<file path="src/rtl/bg_pic_writer.sv">
// Background-picture write path: packs the HPS byte download into 16-bit words,
// buffers them in a small FIFO and writes them to SDRAM, flagging a complete picture.
module bg_pic_writer #(
    parameter int ADDR_W     = 25,
    parameter int FIFO_DEPTH = 8,
    parameter int BG_INDEX   = 2
) (
    input  logic              clk,
    input  logic              reset,
    input  logic              ioctl_download,
    input  logic [7:0]        ioctl_index,
    input  logic              ioctl_wr,
    input  logic [ADDR_W-1:0] ioctl_addr,
    input  logic [7:0]        ioctl_dout,
    output logic              ioctl_wait,
    input  logic              sdram_present,
    output logic [ADDR_W-1:0] mem_addr,
    output logic [15:0]       mem_din,
    output logic              mem_we,
    input  logic              mem_ready,
    output logic              bg_valid,
    output logic [23:0]       word_count,
    output logic              overflow
);
    localparam int PTR_W = $clog2(FIFO_DEPTH);
    localparam int CNT_W = PTR_W + 1;
    localparam int WA_W  = ADDR_W - 1;
    localparam logic [CNT_W-1:0] CNT_FULL = CNT_W'(FIFO_DEPTH);
    localparam logic [CNT_W-1:0] CNT_HIGH = CNT_W'(FIFO_DEPTH - 2);

    typedef enum logic [1:0] {
        S_IDLE  = 2'd0,
        S_LOAD  = 2'd1,
        S_DRAIN = 2'd2,
        S_DONE  = 2'd3
    } state_t;

    state_t            r_state, w_state_next;
    logic              r_active_d;
    logic              r_pend_valid, w_pend_valid_next;
    logic [WA_W-1:0]   r_pend_addr, w_pend_addr_next;
    logic [7:0]        r_pend_data, w_pend_data_next;
    logic              r_stage_valid, w_stage_valid_next;
    logic [WA_W-1:0]   r_stage_addr, w_stage_addr_next;
    logic [15:0]       r_stage_data, w_stage_data_next;
    logic [WA_W-1:0]   r_fifo_addr [FIFO_DEPTH];
    logic [15:0]       r_fifo_data [FIFO_DEPTH];
    logic [PTR_W-1:0]  r_wr_ptr, r_rd_ptr;
    logic [CNT_W-1:0]  r_count;
    logic              r_mem_we;
    logic [WA_W-1:0]   r_mem_addr;
    logic [15:0]       r_mem_din;
    logic              r_bg_valid;
    logic [23:0]       r_word_count;
    logic              r_overflow;

    logic              w_active, w_rise, w_wr;
    logic [WA_W-1:0]   w_byte_wa;
    logic              w_push, w_push_ok, w_drop, w_xfer, w_avail;
    logic [WA_W-1:0]   w_push_addr;
    logic [15:0]       w_push_data;
    logic [PTR_W-1:0]  w_head_idx;
    logic              w_load_entry, w_done_entry;

    assign w_active   = ioctl_download & (ioctl_index == 8'(BG_INDEX));
    assign w_rise     = w_active & ~r_active_d;
    assign w_wr       = ioctl_wr & w_active;
    assign w_byte_wa  = ioctl_addr[ADDR_W-1:1];
    assign w_push_ok  = w_push & (r_count != CNT_FULL);
    assign w_xfer     = r_mem_we & mem_ready;
    // The presented word stays counted until the controller takes it.
    assign w_avail    = (r_count != {{(CNT_W-1){1'b0}}, w_xfer});
    assign w_head_idx = r_rd_ptr + {{(PTR_W-1){1'b0}}, w_xfer};

    assign ioctl_wait = (r_count >= CNT_HIGH) | r_stage_valid;
    assign mem_we     = r_mem_we;
    assign mem_addr   = {r_mem_addr, 1'b0};
    assign mem_din    = r_mem_din;
    assign bg_valid   = r_bg_valid;
    assign word_count = r_word_count;
    assign overflow   = r_overflow;

    // Next state and byte packing: at most one FIFO push per cycle.
    always_comb begin
        w_state_next       = r_state;
        w_load_entry       = 1'b0;
        w_done_entry       = 1'b0;
        w_push             = 1'b0;
        w_push_addr        = r_pend_addr;
        w_push_data        = {8'h00, r_pend_data};
        w_pend_valid_next  = r_pend_valid;
        w_pend_addr_next   = r_pend_addr;
        w_pend_data_next   = r_pend_data;
        w_stage_valid_next = r_stage_valid;
        w_stage_addr_next  = r_stage_addr;
        w_stage_data_next  = r_stage_data;
        w_drop             = 1'b0;
        case (r_state)
            S_IDLE, S_DONE: begin
                if (w_rise) begin
                    w_state_next       = S_LOAD;
                    w_load_entry       = 1'b1;
                    w_pend_valid_next  = 1'b0;
                    w_stage_valid_next = 1'b0;
                end else begin
                    w_state_next = r_state;
                end
            end
            S_LOAD: begin
                if (r_stage_valid) begin
                    // Second half of a flush+push pair; a byte arriving now cannot be held.
                    w_push             = 1'b1;
                    w_push_addr        = r_stage_addr;
                    w_push_data        = r_stage_data;
                    w_stage_valid_next = 1'b0;
                    w_drop             = w_wr;
                end else if (w_wr) begin
                    if (!ioctl_addr[0]) begin
                        w_push            = r_pend_valid;
                        w_pend_valid_next = 1'b1;
                        w_pend_addr_next  = w_byte_wa;
                        w_pend_data_next  = ioctl_dout;
                    end else if (r_pend_valid && (r_pend_addr == w_byte_wa)) begin
                        w_push            = 1'b1;
                        w_push_data       = {ioctl_dout, r_pend_data};
                        w_pend_valid_next = 1'b0;
                    end else if (r_pend_valid) begin
                        w_push             = 1'b1;
                        w_pend_valid_next  = 1'b0;
                        w_stage_valid_next = 1'b1;
                        w_stage_addr_next  = w_byte_wa;
                        w_stage_data_next  = {ioctl_dout, 8'h00};
                    end else begin
                        w_push      = 1'b1;
                        w_push_addr = w_byte_wa;
                        w_push_data = {ioctl_dout, 8'h00};
                    end
                end else if (!w_active) begin
                    if (r_pend_valid) begin
                        w_push            = 1'b1;
                        w_pend_valid_next = 1'b0;
                    end else begin
                        w_state_next = S_DRAIN;
                    end
                end else begin
                    w_state_next = S_LOAD;
                end
            end
            S_DRAIN: begin
                if ((r_count == {CNT_W{1'b0}}) && !r_mem_we) begin
                    w_state_next = S_DONE;
                    w_done_entry = 1'b1;
                end else begin
                    w_state_next = S_DRAIN;
                end
            end
            default: begin
                w_state_next = S_IDLE;
            end
        endcase
    end

    // State register and download-edge tracker.
    always_ff @(posedge clk or posedge reset) begin
        if (reset) begin
            r_state    <= S_IDLE;
            r_active_d <= 1'b0;
        end else begin
            r_state    <= w_state_next;
            r_active_d <= w_active;
        end
    end

    // Pending low byte and the deferred second word of a flush+push pair.
    always_ff @(posedge clk or posedge reset) begin
        if (reset) begin
            r_pend_valid  <= 1'b0;
            r_pend_addr   <= {WA_W{1'b0}};
            r_pend_data   <= 8'h00;
            r_stage_valid <= 1'b0;
            r_stage_addr  <= {WA_W{1'b0}};
            r_stage_data  <= 16'h0000;
        end else begin
            r_pend_valid  <= w_pend_valid_next;
            r_pend_addr   <= w_pend_addr_next;
            r_pend_data   <= w_pend_data_next;
            r_stage_valid <= w_stage_valid_next;
            r_stage_addr  <= w_stage_addr_next;
            r_stage_data  <= w_stage_data_next;
        end
    end

    // FIFO storage.
    always_ff @(posedge clk) begin
        if (w_push_ok) begin
            r_fifo_addr[r_wr_ptr] <= w_push_addr;
            r_fifo_data[r_wr_ptr] <= w_push_data;
        end
    end

    // FIFO pointers and occupancy.
    always_ff @(posedge clk or posedge reset) begin
        if (reset) begin
            r_wr_ptr <= {PTR_W{1'b0}};
            r_rd_ptr <= {PTR_W{1'b0}};
            r_count  <= {CNT_W{1'b0}};
        end else begin
            if (w_push_ok) r_wr_ptr <= r_wr_ptr + {{(PTR_W-1){1'b0}}, 1'b1};
            if (w_xfer)    r_rd_ptr <= r_rd_ptr + {{(PTR_W-1){1'b0}}, 1'b1};
            r_count <= r_count + {{(CNT_W-1){1'b0}}, w_push_ok} - {{(CNT_W-1){1'b0}}, w_xfer};
        end
    end

    // Registered write port: reloads only when idle or the current word is taken.
    always_ff @(posedge clk or posedge reset) begin
        if (reset) begin
            r_mem_we   <= 1'b0;
            r_mem_addr <= {WA_W{1'b0}};
            r_mem_din  <= 16'h0000;
        end else if (!r_mem_we || mem_ready) begin
            r_mem_we <= w_avail;
            if (w_avail) begin
                r_mem_addr <= r_fifo_addr[w_head_idx];
                r_mem_din  <= r_fifo_data[w_head_idx];
            end
        end
    end

    // Download status: picture flag, accepted-word counter, sticky drop flag.
    always_ff @(posedge clk or posedge reset) begin
        if (reset) begin
            r_bg_valid   <= 1'b0;
            r_word_count <= 24'h000000;
            r_overflow   <= 1'b0;
        end else if (w_load_entry) begin
            r_bg_valid   <= 1'b0;
            r_word_count <= 24'h000000;
            r_overflow   <= 1'b0;
        end else begin
            if (w_done_entry) r_bg_valid <= sdram_present & ~r_overflow;
            if (w_xfer && (r_word_count != 24'hFFFFFF)) r_word_count <= r_word_count + 24'h000001;
            if ((w_push && !w_push_ok) || w_drop) r_overflow <= 1'b1;
        end
    end
endmodule

</file>
<file path="config.mk">
export PLATFORM = sky130hd
export DESIGN_NAME = bg_pic_writer
export DESIGN_NICKNAME = d
export VERILOG_FILES = /design/src/rtl/bg_pic_writer.sv
export SDC_FILE = /design/constraint.sdc
export NUM_CORES = 1
export LEC_CHECK = 0
export BUFFER_PORTS_ARGS = -buffer_cell sky130_fd_sc_hd__buf_2
export CAP_MARGIN = 25
export CORE_MARGIN = 2
export CORE_UTILIZATION = 46
export DETAILED_ROUTE_END_ITERATION = 16
export GPL_TIMING_DRIVEN = 0
export PLACE_DENSITY = 0.74
export RECOVER_POWER = 100
export SLEW_MARGIN = 30
export SYNTH_ARGS = -nofsm -noshare
export SYNTH_HDL_FRONTEND = slang
export SYNTH_SLANG_ARGS = --single-unit
export TNS_END_PERCENT = 20
</file>
<file path="constraint.sdc">
create_clock -name clk -period 10.4 [get_ports clk]
set_input_delay 0.52 -clock clk [delete_from_list [all_inputs] [get_ports clk]]
set_output_delay 0.52 -clock clk [all_outputs]
set_load 0.05 [all_outputs]
</file>
* Yosys cells after proc, flatten, opt, wreduce, memory -nomap -nowiden
Memories as Yosys holds them, arrays and structs flattened. A register that Yosys moved wholly into a read port is not among the register bits. Index checks and enable logic that the tools add are counted.
Word-level totals: register bits after elaboration 106, bits in latches 0, RAM bits 320, memory bits (read-only) 0, bits of input ports 47, output and inout port bits 69, logic and storage cells 120, memories 2
Operators by class: add/subtract/negate cells 6, multipliers 0, divide/modulo/power cells 0, $lt $le $gt $ge 1, eq/ne operators 13, shift operators 0, mux-type cells 50, bitwise operators 12, reductions and logical operators 21
Memory list:
- r_fifo_addr | words 8, bits a word 24, rd ports 1, clocked after memory_dff 1, wr ports 1, line 46 | logic [WA_W-1:0] r_fifo_addr [FIFO_DEPTH];
- r_fifo_data | words 8, bits a word 16, rd ports 1, clocked after memory_dff 1, wr ports 1, line 47 | logic [15:0] r_fifo_data [FIFO_DEPTH];
Operators with widths (count):
- 24-bit two-way mux | 8
- 16-bit two-way mux | 6
- 1-bit two-way mux | 28
- 24-bit by 1-bit adder with 24-bit output (second input constant) | 1
- 24-bit == test | 1
- 24-bit inequality test (second input constant) | 1
- 4-bit AND reduction | 3
- 2-bit two-way mux | 5
- 8-bit by 2-bit == test with 1-bit output (second input constant) | 1
- 2-bit nonzero test | 4
- 3-bit by 1-bit adder with 3-bit output (second input constant) | 2
- 1-bit bitwise AND | 6
- 2-bit inequality test (second input constant) | 3
- 3-bit inequality test (second input constant) | 2
- 2-bit one-hot mux with 3 select lines | 1
- 6-bit AND reduction | 1
- 1-bit inverter | 5
- 4-bit by 1-bit adder with 4-bit output | 1
- 2-bit == test (second input constant) | 2
- 4-bit by 3-bit >= comparator with 1-bit output (second input constant) | 1
- 1-bit logical AND | 4
- 4-bit zero test | 1
- 4-bit by 1-bit inequality test with 1-bit output | 1
- 4-bit inequality test (second input constant) | 1
- other kinds (10) | 14

* Logic depth before layout (Yosys ltp)
Gate-level depths: netlist of run 1.
word-level depth 12, mapped depth 12, mapped depth without buffers 11

* Least setup slack after synthesis of run 1
No wires, ideal clock.
path kind input to register, start in ioctl_index[4], end mem r_fifo_addr[2][0] (netlist bit), enable pin, library setup time 551 ps, arrival 6124 ps, required time 9849 ps, slack 3725 ps, stages on the path 5, buffers on the path 0, cells stage by stage or4b_4 -> o41a_1 -> o21ai_0 -> nand2_1 -> nor4b_1
Between the ends: cells in the longest elaborated chain, start to end 9, elaborated cells between the ends (all ways) 10, those cells by class eq/ne: 1; mux: 6; bitwise: 3
Ends and longest elaborated chain:
- from (decl) | line 11 | input logic [7:0] ioctl_index,
- 8-bit by 2-bit == test with 1-bit output (*) | line 65 | assign w_active = ioctl_download & (ioctl_index == 8'(BG_INDEX));
- 1-bit bitwise AND (*) | line 65
- 1-bit two-way mux / 1-bit bitwise AND (equally long branches) | line 138, 67
- 1-bit two-way mux (*) | line 117 | end else if (w_wr) begin
- 1-bit two-way mux (*) | line 110 | if (r_stage_valid) begin
- 1-bit two-way mux (*) | line 98 | case (r_state)
- 1-bit bitwise AND (*) | line 69 | assign w_push_ok = w_push & (r_count != CNT_FULL);
- 1-bit two-way mux (*) | line 195 | if (w_push_ok) begin
- 1-bit two-way mux (not written as such) (*) | line 196 | r_fifo_addr[r_wr_ptr] <= w_push_addr;
- to (decl) | line 46
Every way passes the cells marked *; elsewhere a longest branch is shown, timed or not.

==> results of run 1 <==
## metal layers
layer | wire, µm | vias up
met1 | 17670 | 5566
met5 | 10 | -
met3 | 2804 | 74
met4 | 1310 | 2
li1 | - | 4941
met2 | 21170 | 396
## cell usage after synthesis, types with 8 or more instances
master      n
nand2_1    29
clkbuf_1   35
o22ai_1    48
o31ai_1     9
nand4_1    17
and2_1     10
buf_1      14
nor3_1      9
mux4_2     80
a21oi_1    74
xor2_1     10
ha_1       14
edfxtp_1  320
nor4_1      8
o21ai_0    10
nand3_1    15
mux2_4     29
mux2_2     37
nor2_1     71
inv_1      22
xnor2_1    41
dfrtp_1   146
mux2i_1    41
## area by class of cell
class	instances	area, µm²
Fill cell	3279	19010
Sequential cell	466	13260
Multi-Input combinational cell	603	5502
Clock buffer	62	1262
Timing Repair Buffer	174	718.2
Tap cell	532	665.6
Clock inverter	25	256.5
Buffer	58	239.0
Inverter	24	92.59
Antenna cell	2	5.005
## path summary, 6_finish.rpt
check                            startpoint  depth (start not counted)            endpoint
min                           ioctl_dout[4]                          2    r_stage_data[12]
max in group clk             ioctl_index[4]                          9  r_fifo_addr[7][14]
max                                   reset                          3       r_mem_addr[8]
max reg2reg                      r_state[1]                         10  r_fifo_addr[7][14]
min reg2reg                r_stage_data[11]                          1    r_stage_data[11]
min in group asynchronous             reset                          2       word_count[3]
## kinds of logic after synthesis
family / Yosys count / share of synthesized area (%)
fa+ha+maj: 15 / 1.015
xor+xnor: 51 / 2.322
flops: 466 / 68.94
other cells: 1 / 0.01949
buf+inv: 82 / 1.899
simple gates: 189 / 4.904
mux: 187 / 15.93
compound gates: 160 / 4.969
## where the power goes
part,switching [mW],internal [mW],total (mW)
logic,0.917,0.441,1.36
clock network,0.695,0.961,1.66
registers,0.0751,2.07,2.14
total,1.69,3.47,5.16
## per-stage QoR
step	instances	setup TNS, ns	instance area [µm²]	setup WS [ns]
after floorplan	1151	0	19240	3.725
after global placement	1797	-73.98	20470	-0.9351
after detailed placement	1857	0	21040	6.000
after CTS	1944	0	22560	6.612
after global routing	1945	0	22000	3.293
final	1946	0	22000	4.533
## registers in the layout, summed over array words and instances, names as in the netlist, 2 cells and up
name,count
r_fifo_addr,192
r_mem_addr,24
mem_din,16
r_pend_data,8
r_count,4
r_rd_ptr,3
r_stage_addr,24
r_state,2
r_fifo_data,128
r_stage_data,8
word_count,24
r_wr_ptr,3
r_pend_addr,24
## worst register-to-register path, cell delays in order (launching register included)
cell and delay [ns]:
dfrtp_1 0.41, inv_1 0.08, ha_1 0.17, buf_6 0.13, o41ai_1 0.13, o21ai_0 0.39
nand3_1 0.24, nor2_1 0.91, clkbuf_1 0.64, clkbuf_1 0.59, clkbuf_1 0.81
==> impl_metrics.json, run 1 <==
{
  "tightest_slew_ns": 4.046,
  "fp-row-count": 74,
  "maxSlewViolCount": 149,
  "cts_htree_levels": 2,
  "post-cts-setup-buffer-count": 0,
  "finalClockSkew_ns": 0.02689,
  "synth.avg_cell_area_um2": 16.71,
  "hold_ws_ns": 0.1961,
  "ys_top_cells_by_area": "edfxtp_1 (50%), dfrtp_1 (19%), mux4_2 (9.4%), mux2_4 (2.3%), mux2_2 (2.2%)",
  "root_buffer": "clkbuf_16",
  "drt_iter0_drc": 912,
  "status": "finished, violations left",
  "min_period_ns": 5.867,
  "ys_ff_latch": 466,
  "grt_util_met3_pct": 3.728,
  "cts_sinks": 466,
  "die_area_mm2": 0.04347,
  "syn_inst": 1151,
  "die_height_um": 208.5,
  "yosysTopAreaCell": "edfxtp_1",
  "finalWirelength_um": 42960,
  "cp-end-kind": "asynchronous set/reset pin",
  "ff2ff_setup_slack_ns": 5.52,
  "setup_viol": 0,
  "slowest_stage": "clkbuf_1",
  "crit_family": "buffers and inverters",
  "max_freq_mhz": 170.4,
  "antenna_found_initial": 3,
  "synth_cell_types": 56,
  "grtUsageTotal_pct": 20.10,
  "rsz0062_at_grt": "false",
  "clkTransAtPathRegs_ns": 0.06,
  "cts_resized": 0,
  "synth-main-ff-cell": "edfxtp_1",
  "violations": "capacitance limit, slew limit",
  "gr-usage-met2_pct": 32.97,
  "post-route-util_pct": 53.65,
  "drcViolationCount": 0,
  "seq_area_frac_synth_pct": 68.94,
  "drv_cap": 2,
  "pin_count": 116,
  "final_cell_mix": "edfxtp_1 (320), clkbuf_1 (184), dfrtp_1 (146), mux4_2 (80), a21oi_1 (74)",
  "wl_per_cell_um": 22.08,
  "syn_area_mm2": 0.01924,
  "final_common_cell": "edfxtp_1",
  "core_mm2": 0.04102,
  "grt_first_pass_wirelength_um": 66190,
  "cts_buffer_depth": 3,
  "routed_via_density": 5.642,
  "dr_total_vias": 10980,
  "crit_chain": "buf_2 -> clkinvlp_2 -> clkbuf_1",
  "first_pass_iters": 5,
  "cp_slowest_stage_delay_ns": 2.97,
  "grt_util_met1_pct": 26.83,
  "nNetsFinal": 1436,
  "arrival_ns": 5.60,
  "cts_buffers": 47,
  "final_layout_size_suffix_gt1_share_pct": 18.27,
  "busiest_layer": "met2",
  "clock_latency_ns": 0.59,
  "slew_headroom_pct": -169.7,
  "portBuffers": 114,
  "cts_tree": "yes",
  "grt.overflow.total": 0,
  "die_x_um": 208.5,
  "ys_warn_count": 0,
  "hp-class": "input port to register",
  "routabilityCongestion": 0.8548,
  "finalCritPeriodShare_pct": 56.41,
  "synth_edf_count": 320,
  "initial_core_util_pct": 46.90,
  "drtAntennaViolNets": 0,
  "power.total_mw": 5.159,
  "start_kind": "input port",
  "p_leak_nw": 7.239,
  "ctsHoldBuffers": 0,
  "syn_nets": 1213,
  "async_flop_share_pct": 31.33,
  "grt_max_degree": 75,
  "dp_hpwl_um": 29540,
  "finalHoldViolCount": 0,
  "path_max_fanout": 74,
  "required_ns": 10.14,
  "area_growth_syn_to_layout_pct": 14.38,
  "worst-path-buf-inv": 3,
  "critPathKind": "input port to asynchronous set/reset pin",
  "grt_pass1_vias": 11200,
  "ir_drop_uv": 171.0,
  "synth.top_cell.area_share_pct": 49.95,
  "power_density_mw_per_mm2": 234.5
}
Power figures use the tool's default switching activity.
==> run 2, diff against run 1 <==
clock period = 5.9 ns   (was 10.4 ns; I/O delays follow)
==> run 2 against run 1 <==
- the run still ends with capacitance limit, slew limit left
- flip-flop and latch count unchanged
- critical endpoint is now r_fifo_data[3][10]
- register-to-register slack got worse by 4.2 ns
- clock skew decreased by 0.0087 ns
- die area unchanged
- first-iteration DRC count increased by 1.6%
- critical path depth increased by 8
- non-clock buffer count increased by 22
==> impl_metrics.json, run 2 (synthesis gave the netlist of run 1 again) <==
{
  "grt_pass1_vias": 11620,
  "violations": "capacitance limit, slew limit",
  "grt_util_met3_pct": 3.758,
  "power.total_mw": 9.176,
  "largest_reg_flops": 192,
  "die_height_um": 208.5,
  "busiest_layer": "met2",
  "slowest_stage": "nor3_1",
  "slew_headroom_pct": -127.0,
  "drv_cap": 1,
  "required_ns": 6.18,
  "path_max_fanout": 8,
  "fp-row-count": 74,
  "worst-path-buf-inv": 6,
  "max_freq_mhz": 219.7,
  "setup_viol": 0,
  "root_buffer": "clkbuf_16",
  "status": "finished, violations left",
  "r2r_start": "r_state[1]",
  "ctsHoldBuffers": 25,
  "top_regs": "r_fifo_addr (192), r_fifo_data (128)",
  "area_growth_syn_to_layout_pct": 15.91,
  "arrival_ns": 4.83,
  "crit_start": "r_state[1]",
  "grt_util_met1_pct": 26.12,
  "cp_num_cells": 11,
  "fillers": 3287,
  "grtUsageTotal_pct": 20.34,
  "pin_count": 116,
  "cts_buffers": 46,
  "antenna_found_initial": 3,
  "endpoint": "r_fifo_data[3][10]",
  "drtAntennaViolNets": 0,
  "grt_max_degree": 77,
  "final_layout_size_suffix_gt1_share_pct": 17.73,
  "p_leak_nw": 7.422,
  "multi_input_area_mm2": 0.005497,
  "finalCritPeriodShare_pct": 77.15,
  "drcViolationCount": 0,
  "seqCellArea_mm2": 0.01326,
  "finalHoldViolCount": 0,
  "crit_top_cell": "clkbuf_1",
  "min_path_cells": 2,
  "rsz0062_at_grt": "false",
  "gr-usage-met2_pct": 34.56,
  "post-cts-setup-buffer-count": 0,
  "tightest_slew_ns": 3.386,
  "power_density_mw_per_mm2": 411.5,
  "r2r-end": "r_fifo_data[3][10]",
  "finalClockSkew_ns": 0.01819,
  "stdcell_area_mm2": 0.02230,
  "clkTransAtPathRegs_ns": 0.07,
  "cts_resized": 0,
  "maxSlewViolCount": 71,
  "top_register": "r_fifo_addr",
  "final_common_cell": "edfxtp_1",
  "crit_chain": "inv_1 -> ha_1 -> clkbuf_1 -> o41ai_1 -> o21ai_0 -> nand2_1 -> nor3_1 -> clkbuf_1 -> clkbuf_1 -> clkbuf_1 -> buf_4",
  "cts_buffer_depth": 3,
  "portBuffers": 114,
  "cts_tree": "yes",
  "grt_first_pass_wirelength_um": 67200,
  "nNetsFinal": 1457,
  "first_pass_iters": 7,
  "die_x_um": 208.5,
  "routabilityCongestion": 0.8851,
  "reg2reg_depth": 11,
  "routed_via_density": 5.691,
  "crit_family": "buffers and inverters",
  "dr_total_vias": 11200,
  "finalSetupTns_ns": 0,
  "dp_hpwl_um": 30070,
  "cp-end-kind": "register",
  "ir_drop_uv": 201.1,
  "final_cell_mix": "edfxtp_1 (320), clkbuf_1 (183), dfrtp_1 (146), mux4_2 (80), a21oi_1 (74)",
  "ff2ff_setup_slack_ns": 1.35,
  "clock_latency_ns": 0.58,
  "min_period_ns": 4.552,
  "cp_slowest_stage_delay_ns": 0.84,
  "cts_sinks": 466,
  "critPathKind": "register to register",
  "grt.overflow.total": 0,
  "finalWirelength_um": 43750,
  "initial_core_util_pct": 46.90,
  "start_kind": "register",
  "placed_area_mm2": 0.02102,
  "drt_iter0_drc": 927,
  "wl_per_cell_um": 22.23,
  "hp-class": "input port to register",
  "core_mm2": 0.04102,
  "cts_htree_levels": 2,
  "post-route-util_pct": 54.36,
  "die_area_mm2": 0.04347,
  "hold_ws_ns": 0.01190
}
[run 2: changes by cell type in the layout (fill, tap and decap cells not counted), moves of 2 or more]
cell,before,now
buf_16,0,2
clkbuf_8,3,5
clkinvlp_4,4,2
clkinv_4,2,0
buf_4,1,4
dlygate4sd3_1,0,25
clkbuf_16,47,49
clkinv_2,9,5
[run 2: per-stage QoR]
stage,instances,worst slack (ns)
final,1968,1.348
after global placement,1797,-5.299
after floorplan,1151,-0.5435
after CTS,1965,2.141
after detailed placement,1854,2.080
after global routing,1967,1.173
[run 2: final cells by class]
type                            instances  share of cell area [%]
Buffer                                 58                   1.038
Tap cell                              532                   2.985
Antenna cell                            3                 0.03367
Timing Repair Buffer                  196                   4.584
Sequential cell                       466                   59.48
Inverter                               24                  0.4657
Clock buffer                           72                   6.111
Multi-Input combinational cell        603                   24.65
Clock inverter                         14                  0.6509
[run 2: layer usage]
layer,share of wire (%),vias to the layer above
li1,-,4985
met4,2.8,2
met3,6.5,87
met2,50,374
met5,0.021,-
met1,41,5752
[run 2: worst min path at each step]
stage                    from               end  slack, ns
2_1_floorplan  ioctl_addr[11]  r_stage_addr[10]       0.44
3_3_place_gp      r_rd_ptr[2]       r_rd_ptr[2]       0.48
3_5_place_dp            reset        mem_din[5]       0.41
4_1_cts         ioctl_addr[1]   r_stage_addr[0]      0.004
5_1_grt        ioctl_addr[22]  r_stage_addr[21]       0.01
6_report        ioctl_dout[4]    r_pend_data[4]       0.01
[run 2: where the power goes]
part	switching [mW]	internal, mW	leakage (nW)	total, mW
Sequential	0.137	3.65	4.22	3.79
Clock	1.21	1.72	0.730	2.93
Combinational	1.63	0.830	2.47	2.46
Total	2.98	6.20	7.42	9.18
==> run 3, diff against run 2 <==
clock period = 4.21 ns   (was 5.9 ns; I/O delays follow)
==> run 3 against run 2 <==
- the flow still finishes with violations (capacitance limit, slew limit)
- fmax increased by 23%
- clock power increased by 46%
- core utilization increased by 0.74 points
- wire length decreased by 0.67%
- critical endpoint is now r_fifo_addr[2][12]
- worst setup slack got worse by 0.83 ns
- largest cell class unchanged
- non-clock buffer count decreased by 2
==> impl_metrics.json, run 3 (synthesis gave the netlist of run 1 again) <==
{
  "finalHoldViolCount": 0,
  "wirelength_met1_um": 17820,
  "post-place-ws_ns": 0.3885,
  "routabilityCongestion": 0.8738,
  "ff2ff_setup_slack_ns": 0.51,
  "cts_tree": "yes",
  "r2r-end": "r_fifo_addr[2][12]",
  "routed_via_density": 5.693,
  "top_regs": "r_fifo_addr (192), r_fifo_data (128)",
  "path_max_fanout": 8,
  "slew_headroom_pct": -94.89,
  "hold_ws_ns": 0.06165,
  "root_buffer": "clkbuf_16",
  "wl_met2_um": 21330,
  "start_kind": "register",
  "finalWirelength_um": 43460,
  "clock_latency_ns": 0.57,
  "cp_slowest_stage_delay_ns": 0.94,
  "hp-class": "input port to register",
  "endpoint": "r_fifo_addr[2][12]",
  "crit_family": "simple AND/OR/NAND/NOR gates",
  "max_freq_mhz": 270.6,
  "portBuffers": 114,
  "min_period_ns": 3.695,
  "fp-row-count": 74,
  "nNetsFinal": 1457,
  "critPathKind": "register to register",
  "diodes": 0,
  "slowest_stage": "nor4b_2",
  "cts_sinks": 466,
  "die_area_mm2": 0.04347,
  "cts_buffers": 48,
  "drtAntennaViolNets": 0,
  "initial_core_util_pct": 46.90,
  "post-route-util_pct": 55.10,
  "worst-path-buf-inv": 5,
  "cts_htree_levels": 2,
  "power_density_mw_per_mm2": 578.3,
  "final_layout_size_suffix_gt1_share_pct": 20.24,
  "r2r_start": "r_state[1]",
  "dp_hpwl_um": 29470,
  "cp_num_cells": 10,
  "crit_chain": "inv_1 -> ha_1 -> clkbuf_1 -> o41ai_1 -> o21ai_0 -> nand2_1 -> nor4b_2 -> buf_6 -> buf_6 -> buf_4",
  "fillers": 3223,
  "required_ns": 4.47,
  "wl_per_cell_um": 22.12,
  "clkTransAtPathRegs_ns": 0.06,
  "crit_start": "r_state[1]",
  "p_leak_nw": 7.609,
  "cts_buffer_depth": 3,
  "met3_length_um": 3062,
  "grtUsageTotal_pct": 20.07,
  "final_cell_mix": "edfxtp_1 (320), dfrtp_1 (146), clkbuf_1 (142), mux4_2 (80), a21oi_1 (74)",
  "drcViolationCount": 0,
  "final_common_cell": "edfxtp_1",
  "grt_first_pass_wirelength_um": 66430,
  "grt.overflow.total": 0,
  "antenna_found_initial": 0,
  "reg2reg_depth": 10,
  "crit_top_cell": "buf_6",
  "drt_iter0_drc": 924,
  "first_pass_iters": 7,
  "status": "finished, violations left",
  "core_mm2": 0.04102,
  "arrival_ns": 3.95,
  "worst_slack_ns": 0.5145,
  "setup_viol": 0,
  "drv_cap": 1,
  "area_growth_syn_to_layout_pct": 17.49,
  "finalClockSkew_ns": 0.01770,
  "grt_pass1_vias": 11270,
  "tightest_slew_ns": 2.907,
  "die_x_um": 208.5,
  "maxSlewViolCount": 58,
  "die_height_um": 208.5,
  "rsz0062_at_grt": "false",
  "ctsHoldBuffers": 35,
  "cp-end-kind": "register",
  "violations": "capacitance limit, slew limit",
  "grt_max_degree": 90,
  "ir_drop_uv": 398.3,
  "finalCritPeriodShare_pct": 87.78,
  "post-cts-setup-buffer-count": 0,
  "top_register": "r_fifo_addr",
  "pin_count": 116,
  "top_layer_used": "met4",
  "cts_resized": 0,
  "dr_total_vias": 11190,
  "largest_reg_flops": 192
}
run 3: cell types whose count changed in the layout (fill, tap and decap cells not counted), sizes merged, moves of 3 or more:
| cell | change |
|---|---|
| bufinv | +3 |
| buf | +21 |
| dlygate4sd3 | +10 |
| diode | -3 |
| clkinv | +8 |
| clkbuf | -43 |
run 3: metrics by stage:
step / instances / TNS (ns) / total power, mW / area (µm²)
finish: 1965 / 0 / 13.07 / 22600
global route: 1965 / 0 / 13.59 / 22600
global placement: 1797 / -1250.52 / 8.861 / 20500
detailed placement: 1842 / 0 / 8.939 / 21050
CTS: 1965 / 0 / 13.26 / 22980
floorplan: 1151 / -105.25 / 7.982 / 19260
run 3: where the power goes:
group	internal [mW]	total [mW]	switching [mW]
Clock	2.54	4.28	1.74
Combinational	1.17	3.49	2.32
Sequential	5.11	5.30	0.188
Total	8.82	13.1	4.25
run 3: how the worst min path moves through the flow:
stage / start / to / slack, ns / cells after the start
3_3_place_gp: r_rd_ptr[2] / r_rd_ptr[2] / 0.48 / 1
5_1_grt: mem_ready / mem_we / 0.05 / 3
3_5_place_dp: reset / word_count[9] / 0.29 / 2
6_report: sdram_present / bg_valid / 0.06 / 4
4_1_cts: mem_ready / mem_we / 0.02 / 3
2_1_floorplan: ioctl_addr[11] / r_stage_addr[10] / 0.36 / 1
run 3: cell type report:
cell class              count  area, µm²  share of cell area (%)
flip-flops and latches    466      13260                   58.68
multi-input cells         603       5534                   24.49
clock buffers              62       1295                   5.730
repair buffers            194       1222                   5.409
well taps                 532      665.6                   2.945
clock inverters            26      286.5                   1.268
plain buffers              58      231.5                   1.024
inverters                  24      103.9                  0.4595
run 3: metal layers:
metal  up-vias  global-route usage (%)
met2       405                   32.56
met3        82                   4.106
met5         -                       0
met4         0                   7.169
met1      5715                   27.08
li1       4984                       -
run 3: worst reg2reg max path, stage by stage (launching register included):
cell,delay (ns)
dfrtp_1,0.40
inv_1,0.06
ha_1,0.13
clkbuf_1,0.28
o41ai_1,0.23
o21ai_0,0.38
nand2_1,0.35
nor4b_2,0.94
buf_6,0.24
buf_6,0.14
buf_4,0.21
